<file path="src/rtl/eth_bringup_seq.sv">
// Power-up / re-init sequencer for the RGMII Ethernet path: times the PHY hardware
// reset, brings up IDELAYCTRL with timeout/retry, waits for PHY settle, then flags ready.
module eth_bringup_seq #(
    parameter int PHY_RST_CYCLES = 2_000_000,
    parameter int PHY_SETTLE_CYC = 10_000_000,
    parameter int RDY_TIMEOUT    = 4096,
    parameter int MAX_RETRY      = 3,
    parameter int CNT_W          = 24
) (
    input  logic       clk_200m,
    input  logic       rstn,
    input  logic       reinit_req,
    input  logic       idelayctrl_rdy,
    output logic       phy_rstn,
    output logic       idelay_ctl_rst,
    output logic       eth_ready,
    output logic       init_fault,
    output logic [2:0] state_o,
    output logic [7:0] retry_cnt
);

    typedef enum logic [2:0] {
        ST_PHY_RST  = 3'd0,
        ST_IDC_WAIT = 3'd1,
        ST_SETTLE   = 3'd2,
        ST_READY    = 3'd3,
        ST_FAULT    = 3'd4
    } state_t;

    localparam logic [CNT_W-1:0] CNT_ZERO    = {CNT_W{1'b0}};
    localparam logic [CNT_W-1:0] CNT_ONE     = CNT_W'(1);
    localparam logic [CNT_W-1:0] RST_LAST    = CNT_W'(PHY_RST_CYCLES - 1);
    localparam logic [CNT_W-1:0] TMO_LAST    = CNT_W'(RDY_TIMEOUT - 1);
    localparam logic [CNT_W-1:0] SETTLE_LAST = CNT_W'(PHY_SETTLE_CYC - 1);
    localparam logic [7:0]       RETRY_LIMIT = 8'(MAX_RETRY);

    state_t           state_r;
    state_t           nxt_state_s;
    logic [CNT_W-1:0] cnt_r;
    logic [CNT_W-1:0] nxt_cnt_s;
    logic [7:0]       retry_r;
    logic [7:0]       nxt_retry_s;
    logic             rdy_meta_r;
    logic             rdy_sync_r;
    logic             phy_rstn_r;
    logic             idc_rst_r;
    logic             eth_ready_r;
    logic             init_fault_r;

    function automatic logic [7:0] sat_inc8(input logic [7:0] v);
        return (v == 8'd255) ? 8'd255 : v + 8'd1;
    endfunction

    // Two-flop synchronizer for the asynchronous IDELAYCTRL ready flag
    always_ff @(posedge clk_200m) begin
        if (!rstn) begin
            rdy_meta_r <= 1'b0;
            rdy_sync_r <= 1'b0;
        end else begin
            rdy_meta_r <= idelayctrl_rdy;
            rdy_sync_r <= rdy_meta_r;
        end
    end

    // Next-state, counter and retry logic; reinit_req overrides everything but rstn
    always_comb begin
        nxt_state_s = state_r;
        nxt_cnt_s   = cnt_r;
        nxt_retry_s = retry_r;
        if (reinit_req) begin
            nxt_state_s = ST_PHY_RST;
            nxt_cnt_s   = CNT_ZERO;
            nxt_retry_s = 8'd0;
        end else begin
            case (state_r)
                ST_PHY_RST: begin
                    if (cnt_r == RST_LAST) begin
                        nxt_state_s = ST_IDC_WAIT;
                        nxt_cnt_s   = CNT_ZERO;
                    end else begin
                        nxt_cnt_s = cnt_r + CNT_ONE;
                    end
                end
                ST_IDC_WAIT: begin
                    // A ready flag arriving in the timeout cycle still counts as success
                    if (rdy_sync_r) begin
                        nxt_state_s = ST_SETTLE;
                        nxt_cnt_s   = CNT_ZERO;
                    end else if (cnt_r == TMO_LAST) begin
                        nxt_retry_s = sat_inc8(retry_r);
                        nxt_cnt_s   = CNT_ZERO;
                        if (sat_inc8(retry_r) >= RETRY_LIMIT) begin
                            nxt_state_s = ST_FAULT;
                        end else begin
                            nxt_state_s = ST_PHY_RST;
                        end
                    end else begin
                        nxt_cnt_s = cnt_r + CNT_ONE;
                    end
                end
                ST_SETTLE: begin
                    if (!rdy_sync_r) begin
                        nxt_state_s = ST_IDC_WAIT;
                        nxt_cnt_s   = CNT_ZERO;
                    end else if (cnt_r == SETTLE_LAST) begin
                        nxt_state_s = ST_READY;
                        nxt_cnt_s   = CNT_ZERO;
                    end else begin
                        nxt_cnt_s = cnt_r + CNT_ONE;
                    end
                end
                ST_READY: begin
                    // Losing ready only re-waits for IDELAYCTRL; the PHY keeps running
                    if (!rdy_sync_r) begin
                        nxt_state_s = ST_IDC_WAIT;
                        nxt_cnt_s   = CNT_ZERO;
                    end else begin
                        nxt_cnt_s = CNT_ZERO;
                    end
                end
                ST_FAULT: begin
                    nxt_cnt_s = CNT_ZERO;
                end
                default: begin
                    nxt_state_s = ST_PHY_RST;
                    nxt_cnt_s   = CNT_ZERO;
                end
            endcase
        end
    end

    // State register with outputs decoded from the next state so they move with it
    always_ff @(posedge clk_200m) begin
        if (!rstn) begin
            state_r      <= ST_PHY_RST;
            cnt_r        <= CNT_ZERO;
            retry_r      <= 8'd0;
            phy_rstn_r   <= 1'b0;
            idc_rst_r    <= 1'b1;
            eth_ready_r  <= 1'b0;
            init_fault_r <= 1'b0;
        end else begin
            state_r      <= nxt_state_s;
            cnt_r        <= nxt_cnt_s;
            retry_r      <= nxt_retry_s;
            phy_rstn_r   <= !((nxt_state_s == ST_PHY_RST) || (nxt_state_s == ST_FAULT));
            idc_rst_r    <= (nxt_state_s == ST_PHY_RST) || (nxt_state_s == ST_FAULT);
            eth_ready_r  <= (nxt_state_s == ST_READY);
            init_fault_r <= (nxt_state_s == ST_FAULT);
        end
    end

    assign phy_rstn       = phy_rstn_r;
    assign idelay_ctl_rst = idc_rst_r;
    assign eth_ready      = eth_ready_r;
    assign init_fault     = init_fault_r;
    assign state_o        = state_r;
    assign retry_cnt      = retry_r;

endmodule

</file>
<file path="config.mk">
export PLATFORM = sky130hd
export DESIGN_NAME = eth_bringup_seq
export DESIGN_NICKNAME = d
export VERILOG_FILES = /design/src/rtl/eth_bringup_seq.sv
export SDC_FILE = /design/constraint.sdc
export NUM_CORES = 1
export LEC_CHECK = 0
export CAP_MARGIN = 20
export CORE_MARGIN = 8
export CORE_UTILIZATION = 53
export DETAILED_ROUTE_END_ITERATION = 7
export GPL_TIMING_DRIVEN = 0
export HOLD_SLACK_MARGIN = 0.08
export MAX_ROUTING_LAYER = met4
export PLACE_DENSITY = 0.75
export SLEW_MARGIN = 15
export SYNTH_ARGS = -nofsm -noshare
export SYNTH_HDL_FRONTEND = slang
export SYNTH_SLANG_ARGS = --single-unit
export TNS_END_PERCENT = 30
</file>
<file path="constraint.sdc">
create_clock -name clk_200m -period 5.1 [get_ports clk_200m]
set_input_delay 0.51 -clock clk_200m [delete_from_list [all_inputs] [get_ports clk_200m]]
set_output_delay 0.51 -clock clk_200m [all_outputs]
set_load 0.005 [all_outputs]
</file>
==> metrics list, run 1 <==
- The routed layout has 1708 vias.
- Traced cell by cell, the critical path runs through ha_1 > nand2_1 > or4_4 > o2111ai_1 > and3_1 > buf_4 > buf_6 > nor2_1.
* Final Routed Wirelength: 4.30 mm
- Max-slew headroom at the worst pin: 49.8%
- After synthesis, the share of flip-flops with an asynchronous set or reset is 0%.
- Antenna violations before repair: 0
- Maximum number of pins on one net before global-route repair: 12
- Cells with a size suffix above 1 make up 9.45% of the layout.
- Static timing analysis puts the maximum clock frequency at 443 MHz.
- In this run, synthesis produced a sequential element count of 41.
- Clock latency on the worst-skew pair, taken at its later pin, is 0.29 ns.
- Prevailing post-synth register cell: sky130_fd_sc_hd__dfxtp_1
- Layout area overhead: 16.1%
- The run finished with clean final reports.
- Across the run, the number of max-cap violations was 0.
* Count of H-tree levels built during CTS: 2
- Largest driver fanout on the critical path: 10
- In this run the remaining antenna-violating nets after routing total 0.
- For this design, the sink count on the clock tree is 41.
- After layout, the minimum clock period comes to 2.26 ns.
- Unrepaired setup endpoints after global routing: no
- Worst slew pin tran: 0.747 ns
- Number of library cell types mapped by synthesis: 43
- Hold repair after CTS inserted 0 buffers.
- 19 I/O pins were placed.
- Global routing consumed, over all layers together, 15.5% of the routing resources.
- In this run the deepest clock path goes through 2 buffers.
- In this run the core area contains 22 standard-cell rows.
- Number of DRC markers after the initial detailed-route iteration: 140
* GPL Wtd Cong: 0.868
- In this run the static leakage power is 0.819 nW.
- TritonCTS built the clock tree.
- Syn_nets: 235
- Worst path bufs/invs: 2
- For this run, the detailed router's first-pass iteration total came to 4.
- After synthesis, the largest area contributor takes up 40.3% of total cell area.
* Syn Std Cell Area: 2030 um^2
* Hold Crit Class: register to register
- CP Capture Type: register
* Cell area after layout: 2360 um^2
- The final number of max-transition violations is 0.
- Classification of the worst setup path: register to register
- Number of buffers inserted by port buffering: 18
* # setup viols final: 0
- The worst path uses 44.3% of the clock period.
- Max IR drop VDD: 0.128 mV
* Crit path largest cell delay: 0.57 ns
- Final worst setup slack: 2.84 ns
* Power Dens Cells: 233 nW/um^2
- Counting flops with a built-in enable in the synthesized netlist gives 0.
- ANT cells: 0
- Clock tree root driver cell: sky130_fd_sc_hd__clkbuf_8
- The die is 78.0 um wide.
- For this run, the number of Yosys warnings is 0.
- After detailed routing, the average wire length per cell comes to 14.2 um.
- Data arrives at the worst endpoint at 2.44 ns.
* Number of global-route vias before repair: 1647
- Grouping stages by cell kind, the critical path spends the most delay in simple AND/OR/NAND/NOR gates.
* Setup TNS: 0 ns
- Post-CTS resize count: 0
- Num CTS Buffers: 5
- Across the routed clock network, the largest skew measured is 0.00580 ns.
* Die height: 78.0 um
- Buffer count from post-CTS setup fixing: 0
- The die covers 6080 um^2.
- Among all stages on the critical path, the largest delay is contributed by sky130_fd_sc_hd__or4_4.
- Post-detailed-placement half-perimeter wirelength: 3.03 mm
- Total power of the final layout: 0.551 mW
- Critical path required time: 5.28 ns
- The average instance in the mapped netlist occupies 8.88 um^2.
- Sequential elements use 40.3% of the synthesized area.
* DP Area: 2270 um^2
- Effective utilization at floorplan: 55.2%
- After global routing the overflow that remains totals 0.
* Count of final hold-check violations: 0
* Post-synthesis cell type with the largest combined area: sky130_fd_sc_hd__dfxtp_1
* Instance count of the mapped netlist: 229
* Filler Cell Count: 357
- At the end of the flow, the number of nets in the layout was 260.
- Worst setup SP type: register
- Per-cell via count in the routed design: 5.66
* Area of the core region: 3690 um^2
* Post-route DRC violation count: 0
- First-pass GRT wire length: 7.56 mm
- Worst slack at placement: 2.66 ns
- After clock tree synthesis, the clock-pin slew on the worst setup and hold paths is 0.07 ns.
* Leading post-synthesis cells by cell area: sky130_fd_sc_hd__dfxtp_1 40%, sky130_fd_sc_hd__xor2_1 8.6%, sky130_fd_sc_hd__nor2_1 6.6%
[cell families (layout without fill, tap and decap cells)]
family / after synthesis / count (layout) / share of synthesized area, %
buffers and inverters: 12 / 37 / 3.44
AO/OA/AOI/OAI: 29 / 29 / 11.3
XOR/XNOR: 25 / 25 / 10.8
AND/OR/NAND/NOR: 120 / 120 / 32.9
adder cells (fa/ha/maj): 2 / 2 / 1.23
flip-flops: 41 / 41 / 40.3
[cell usage after synthesis (5+ instances only)]
cell type / count
sky130_fd_sc_hd__xor2_1: 20
sky130_fd_sc_hd__o21ai_0: 5
sky130_fd_sc_hd__nor2_1: 36
sky130_fd_sc_hd__nand3_1: 17
sky130_fd_sc_hd__nand4_1: 6
sky130_fd_sc_hd__nand2_1: 17
sky130_fd_sc_hd__xnor2_1: 5
sky130_fd_sc_hd__and3_1: 6
sky130_fd_sc_hd__and2_1: 5
sky130_fd_sc_hd__dfxtp_1: 41
sky130_fd_sc_hd__nor3_1: 6
sky130_fd_sc_hd__a21oi_1: 7
[flip-flops by register name (all words and copies together) (netlist names)]
name / flops
cnt_r: 24
eth_ready: 1
idelay_ctl_rst: 1
init_fault: 1
phy_rstn: 1
rdy_meta_r: 1
rdy_sync_r: 1
retry_cnt: 8
state_o: 3
[layout make-up]
type                            instances  area, um^2  area share (%)
Timing Repair Buffer                   18         180            7.63
Buffer                                  8        55.1            2.33
Multi-Input combinational cell        176        1140            48.4
Sequential cell                        41         821            34.8
Tap cell                               48        60.1            2.54
Clock buffer                            7        86.3            3.66
Inverter                                4        15.0           0.636
[where the power goes]
group / internal [mW] / total, mW / switching (mW)
clock network: 0.107 / 0.214 / 0.106
registers: 0.321 / 0.323 / 0.00145
logic: 0.00682 / 0.0144 / 0.00762
total: 0.436 / 0.551 / 0.115
[layer usage]
layer / GRT usage, % / up-vias / share of wire (%)
li1: - / 874 / -
met1: 19.9 / 799 / 49
met2: 22.5 / 31 / 47
met3: 4.38 / 4 / 3.3
met4: 6.11 / 0 / 1.3
met5: - / - / 0
[through the flow]
step,utilization [%],cells,hold WS [ns]
4_1_cts,64.0,302,0.442
6_report,64.0,302,0.436
3_3_place_gp,61.7,295,0.415
5_1_grt,64.0,302,0.453
2_1_floorplan,-,229,0.412
3_5_place_dp,61.7,295,0.424
[cell usage in the layout (no fill, tap or decap), drive strengths merged, types with 2 or more instances in the layout]
cell type      Yosys  layout
nand4bb            2       2
o221a              2       2
nor2              36      36
xor2              20      20
clkbuf             2       9
and4               4       4
nor2b              4       4
nor3               6       6
and2               5       5
buf                6       6
dfxtp             41      41
inv                4       4
nand2             17      17
xnor2              5       5
clkdlybuf4s50      0      18
and3               6       6
nand3             17      17
or3                2       2
a311oi             5       5
o41ai              2       2
nor4b              2       2
a211oi             2       2
o2111ai            2       2
o21ai              5       5
or4                2       2
nor4               5       5
nand4              7       7
nand2b             2       2
ha                 2       2
a21oi              7       7
[final timing paths]
| path | from | endpoint | slack, ns | cells past startpoint |
|---|---|---|---|---|
| min | rdy_meta_r | rdy_sync_r | 0.44 | 1 |
| max | cnt_r[0] | cnt_r[21] | 2.84 | 8 |
| max reg2reg | cnt_r[0] | cnt_r[21] | 2.84 | 8 |
| min reg2reg | rdy_meta_r | rdy_sync_r | 0.44 | 1 |
No activity file was read; power rests on OpenSTA's default activity.
==> run 2: changes to the inputs <==
==> constraint.sdc (replaced) <==
create_clock -name clk_200m -period 2.32 [get_ports clk_200m]
set_input_delay 0.232 -clock clk_200m [delete_from_list [all_inputs] [get_ports clk_200m]]
set_output_delay 0.232 -clock clk_200m [all_outputs]
set_load 0.005 [all_outputs]
==> run 2 against run 1 <==
Compared with the run above:
- routed wire length up 1.7%
- critical path depth did not move
- sequential share of layout area shrank 0.28 points
- global-route usage unchanged
- clock power increased by 120%
- final cell count unchanged
- sequential power up 120%
- hold slack about the same
- setup slack worse by 2.7 ns
- total power increased by 120%
- cell area is 0.95% higher
- flip-flop and latch count is the same
- highest routed layer unchanged
==> metrics list, run 2 (synthesis results as in run 1) <==
- Outcome: finished clean (unchanged)
- The setup TNS was 0 ns (unchanged).
- Cell internal pwr: 0.959 mW (was 0.436 mW)
- The relative slew slack came to 49.9% (was 49.8%).
- The number of sinks driven by the clock tree is 41 (unchanged).
* CP Data Arrival Time: 2.38 ns (was 2.44 ns)
- Post-layout utilization of the core: 64.6% (was 64.0%)
* Number of buffers inserted by port buffering: 18 (unchanged)
- Number of DRC markers after the initial detailed-route iteration: 114 (was 140)
* Max IR drop VDD: 0.282 mV (was 0.128 mV)
- Hold-fix buffer count after cts: 0 (unchanged)
- Layout area overhead: 17.2% (was 16.1%)
* Worst setup SP type: register (unchanged)
- The met3 track utilization from global routing was 4.38% (unchanged).
- Buffer count from post-CTS setup fixing: 0 (unchanged)
* ANT cells: 0 (unchanged)
- Worst slew pin tran: 0.745 ns (was 0.747 ns)
- The max-capacitance violation count came to 0 (unchanged).
* Largest driver fanout on the critical path: 10 (unchanged)
- Final number of max-transition violations: 0 (unchanged)
* DRT Pass-1 Iters: 4 (unchanged)
* Maximum number of pins on one net before global-route repair: 12 (unchanged)
- Startpoint of the lowest-slack register-to-register path: cnt_r[1] (was cnt_r[0])
- CTS tree: built (unchanged)
* R2r endpoint: cnt_r[20] (was cnt_r[21])
- Count of H-tree levels built during CTS: 2 (unchanged)
* Power Dens Cells: 511 nW/um^2 (was 233 nW/um^2)
* Effective utilization at floorplan: 55.2% (unchanged)
* Tcrit/Tclk final: 94.6% (was 44.3%)
- Register bank with the most flops: cnt_r (unchanged)
- The sequential cell area is 822 um^2 (was 821 um^2).
- Number of flip-flops under the largest register name: 24 (unchanged)
- Die area: 6080 um^2 (unchanged)
* Logic depth of the worst path, buffers included: 8 (unchanged)
- The clock power share came to 38.9% (was 38.8%).
* Number of placed I/O pins: 19 (unchanged)
- The clock tree root driver cell was sky130_fd_sc_hd__clkbuf_8 (unchanged).
* Worst-case reg-to-reg path depth: 8 (unchanged)
- The peak per-stage delay on the critical path was 0.59 ns (was 0.57 ns).
* Static power due to leakage: 0.834 nW (was 0.819 nW)
* Critical path's top delay family: simple AND/OR/NAND/NOR gates (unchanged)
- The first element of the critical path was cnt_r[1] (was cnt_r[0]).
* Grt met2 use: 22.5% (unchanged)
* Post-CTS resize count: 0 (unchanged)
* Power spent charging and discharging nets: 0.258 mW (was 0.115 mW)
* Crit-path cells: ha_4 > nand2_1 > or4_4 > o2111ai_1 > and3_1 > buf_4 > buf_6 > nor2_1 (was ha_1 > nand2_1 > or4_4 > o2111ai_1 > and3_1 > buf_4 > buf_6 > nor2_1)
- The ratio of routed vias to standard cells came to 5.65 (was 5.66).
- Total vias in the final route: 1705 (was 1708)
- The width of the chip came to 78.0 um (unchanged).
- The end point of the critical path is cnt_r[20] (was cnt_r[21]).
- The number of core rows was 22 (unchanged).
* Post-detailed-placement half-perimeter wirelength: 3.03 mm (unchanged)
- The clock latency on the worst-skew pair came to 0.29 ns (about the same).
- Reg clk slew, reported paths: 0.08 ns (was 0.07 ns)
- The via count of the first global-routing pass is 1647 (unchanged).
* Busiest metal layer after global routing: met2 (unchanged)
* Maximum frequency from static timing analysis: 456 MHz (was 443 MHz)
- Filler Cell Count: 356 (was 357)
- The clock buffer count from CTS is 5 (unchanged).
* Total power of the final layout: 1.22 mW (was 0.551 mW)
- Cell area after layout: 2380 um^2 (was 2360 um^2)
- The buffer and inverter count on the worst path was 2 (unchanged).
- Final Critical Period: 2.20 ns (was 2.26 ns)
- Share of final-layout standard cells stronger than drive strength 1: 10.2% (was 9.45%)
- The routed length per instance was 14.5 um (was 14.2 um).
* Aggregate global routing overflow: 0 (unchanged)
* Multi-input gate area: 1160 um^2 (was 1140 um^2)
* Portion of total power attributed to sequential cells: 58.4% (was 58.6%)
- The critical-path cell with the highest stage delay is sky130_fd_sc_hd__or4_4 (unchanged).
* GPL Wtd Cong: 0.868 (unchanged)
- Area of the core region: 3690 um^2 (unchanged)
- Hold Crit Class: register to register (unchanged)
- Most frequent cells in the layout: 40 x sky130_fd_sc_hd__dfxtp_1, 36 x sky130_fd_sc_hd__nor2_1, 20 x sky130_fd_sc_hd__xor2_1 (was 41 x sky130_fd_sc_hd__dfxtp_1, 36 x sky130_fd_sc_hd__nor2_1, 20 x sky130_fd_sc_hd__xor2_1)
* Post-route DRC violation count: 0 (unchanged)
* Largest buffer count on any clock path: 2 (unchanged)
- # setup viols final: 0 (unchanged)
- The most frequent standard cell in the layout excluding fill and tap cells is sky130_fd_sc_hd__dfxtp_1 (unchanged).
- Switching fraction of total power: 21.2% (was 20.9%)
- The type of the setup path with the least slack was register to register (unchanged).
- The post-route antenna net violation count is 0 (unchanged).
- Met1 GRT Util: 19.9% (unchanged)
* Count of final hold-check violations: 0 (unchanged)
- Final layout net count: 260 (unchanged)
* Critical path required time: 2.51 ns (was 5.28 ns)
* Antenna violations before repair: 0 (unchanged)
- First-pass GRT wire length: 7.56 mm (unchanged)
- Reg2Reg Setup Slack: 0.12 ns (was 2.84 ns)
- Die height: 78.0 um (unchanged)
- Final Routed Wirelength: 4.37 mm (was 4.30 mm)
* CP Capture Type: register (unchanged)
- The overall track demand over capacity in global routing was 15.5% (unchanged).
- Clock tree skew after final layout: 0.00460 ns (was 0.00580 ns)
- Fraction of power consumed by combinational cells: 2.7% (was 2.6%)
- DP Area: 2270 um^2 (unchanged)
==> run 2: area by class of cell <==
class | count | share of cell area [%]
Buffer | 8 | 2.31
Clock buffer | 7 | 3.62
Inverter | 4 | 0.630
Multi-Input combinational cell | 176 | 48.9
Sequential cell | 41 | 34.5
Tap cell | 48 | 2.52
Timing Repair Buffer | 18 | 7.56
==> run 2: power by group through the flow <==
stage | clock [mW] | sequential [mW] | combinational [mW]
CTS | 0.487 | 0.709 | 0.0324
finish | 0.473 | 0.711 | 0.0334
floorplan | 0 | 0.725 | 0.0214
detailed placement | 0 | 0.726 | 0.0322
global placement | 0 | 0.726 | 0.0323
global route | 0.527 | 0.711 | 0.0372
==> run 2: layer usage <==
metal | up-vias | part of all wire [%] | wire [um]
li1 | 870 | - | -
met1 | 800 | 50 | 2170
met2 | 31 | 46 | 2020
met3 | 4 | 2.8 | 121
met4 | 0 | 1.3 | 57
met5 | - | 0 | 0
==> run 2: how the worst min path moves through the flow <==
stage / from / endpoint / slack (ns) / depth (start not counted)
2_1_floorplan: rstn / rdy_meta_r / 0.35 / 1
3_3_place_gp: rdy_meta_r / rdy_sync_r / 0.42 / 1
3_5_place_dp: rdy_meta_r / rdy_sync_r / 0.42 / 1
4_1_cts: rdy_meta_r / rdy_sync_r / 0.44 / 1
5_1_grt: rdy_meta_r / rdy_sync_r / 0.45 / 1
6_report: rdy_meta_r / rdy_sync_r / 0.44 / 1
==> run 2: worst reg2reg max path: stages (launching register included) <==
cell	delay [ns]
sky130_fd_sc_hd__dfxtp_1	0.43
sky130_fd_sc_hd__ha_4	0.20
sky130_fd_sc_hd__nand2_1	0.13
sky130_fd_sc_hd__or4_4	0.59
sky130_fd_sc_hd__o2111ai_1	0.21
sky130_fd_sc_hd__and3_1	0.19
sky130_fd_sc_hd__buf_4	0.15
sky130_fd_sc_hd__buf_6	0.14
sky130_fd_sc_hd__nor2_1	0.06
==> run 2: per-stage QoR <==
step,hold WS (ns),setup slack [ns],instances
after CTS,0.442,0.0497,302
after detailed placement,0.424,0.0567,295
after floorplan,0.354,0.322,229
after global routing,0.453,-0.0162,302
after global placement,0.415,0.0597,295
final,0.436,0.125,302
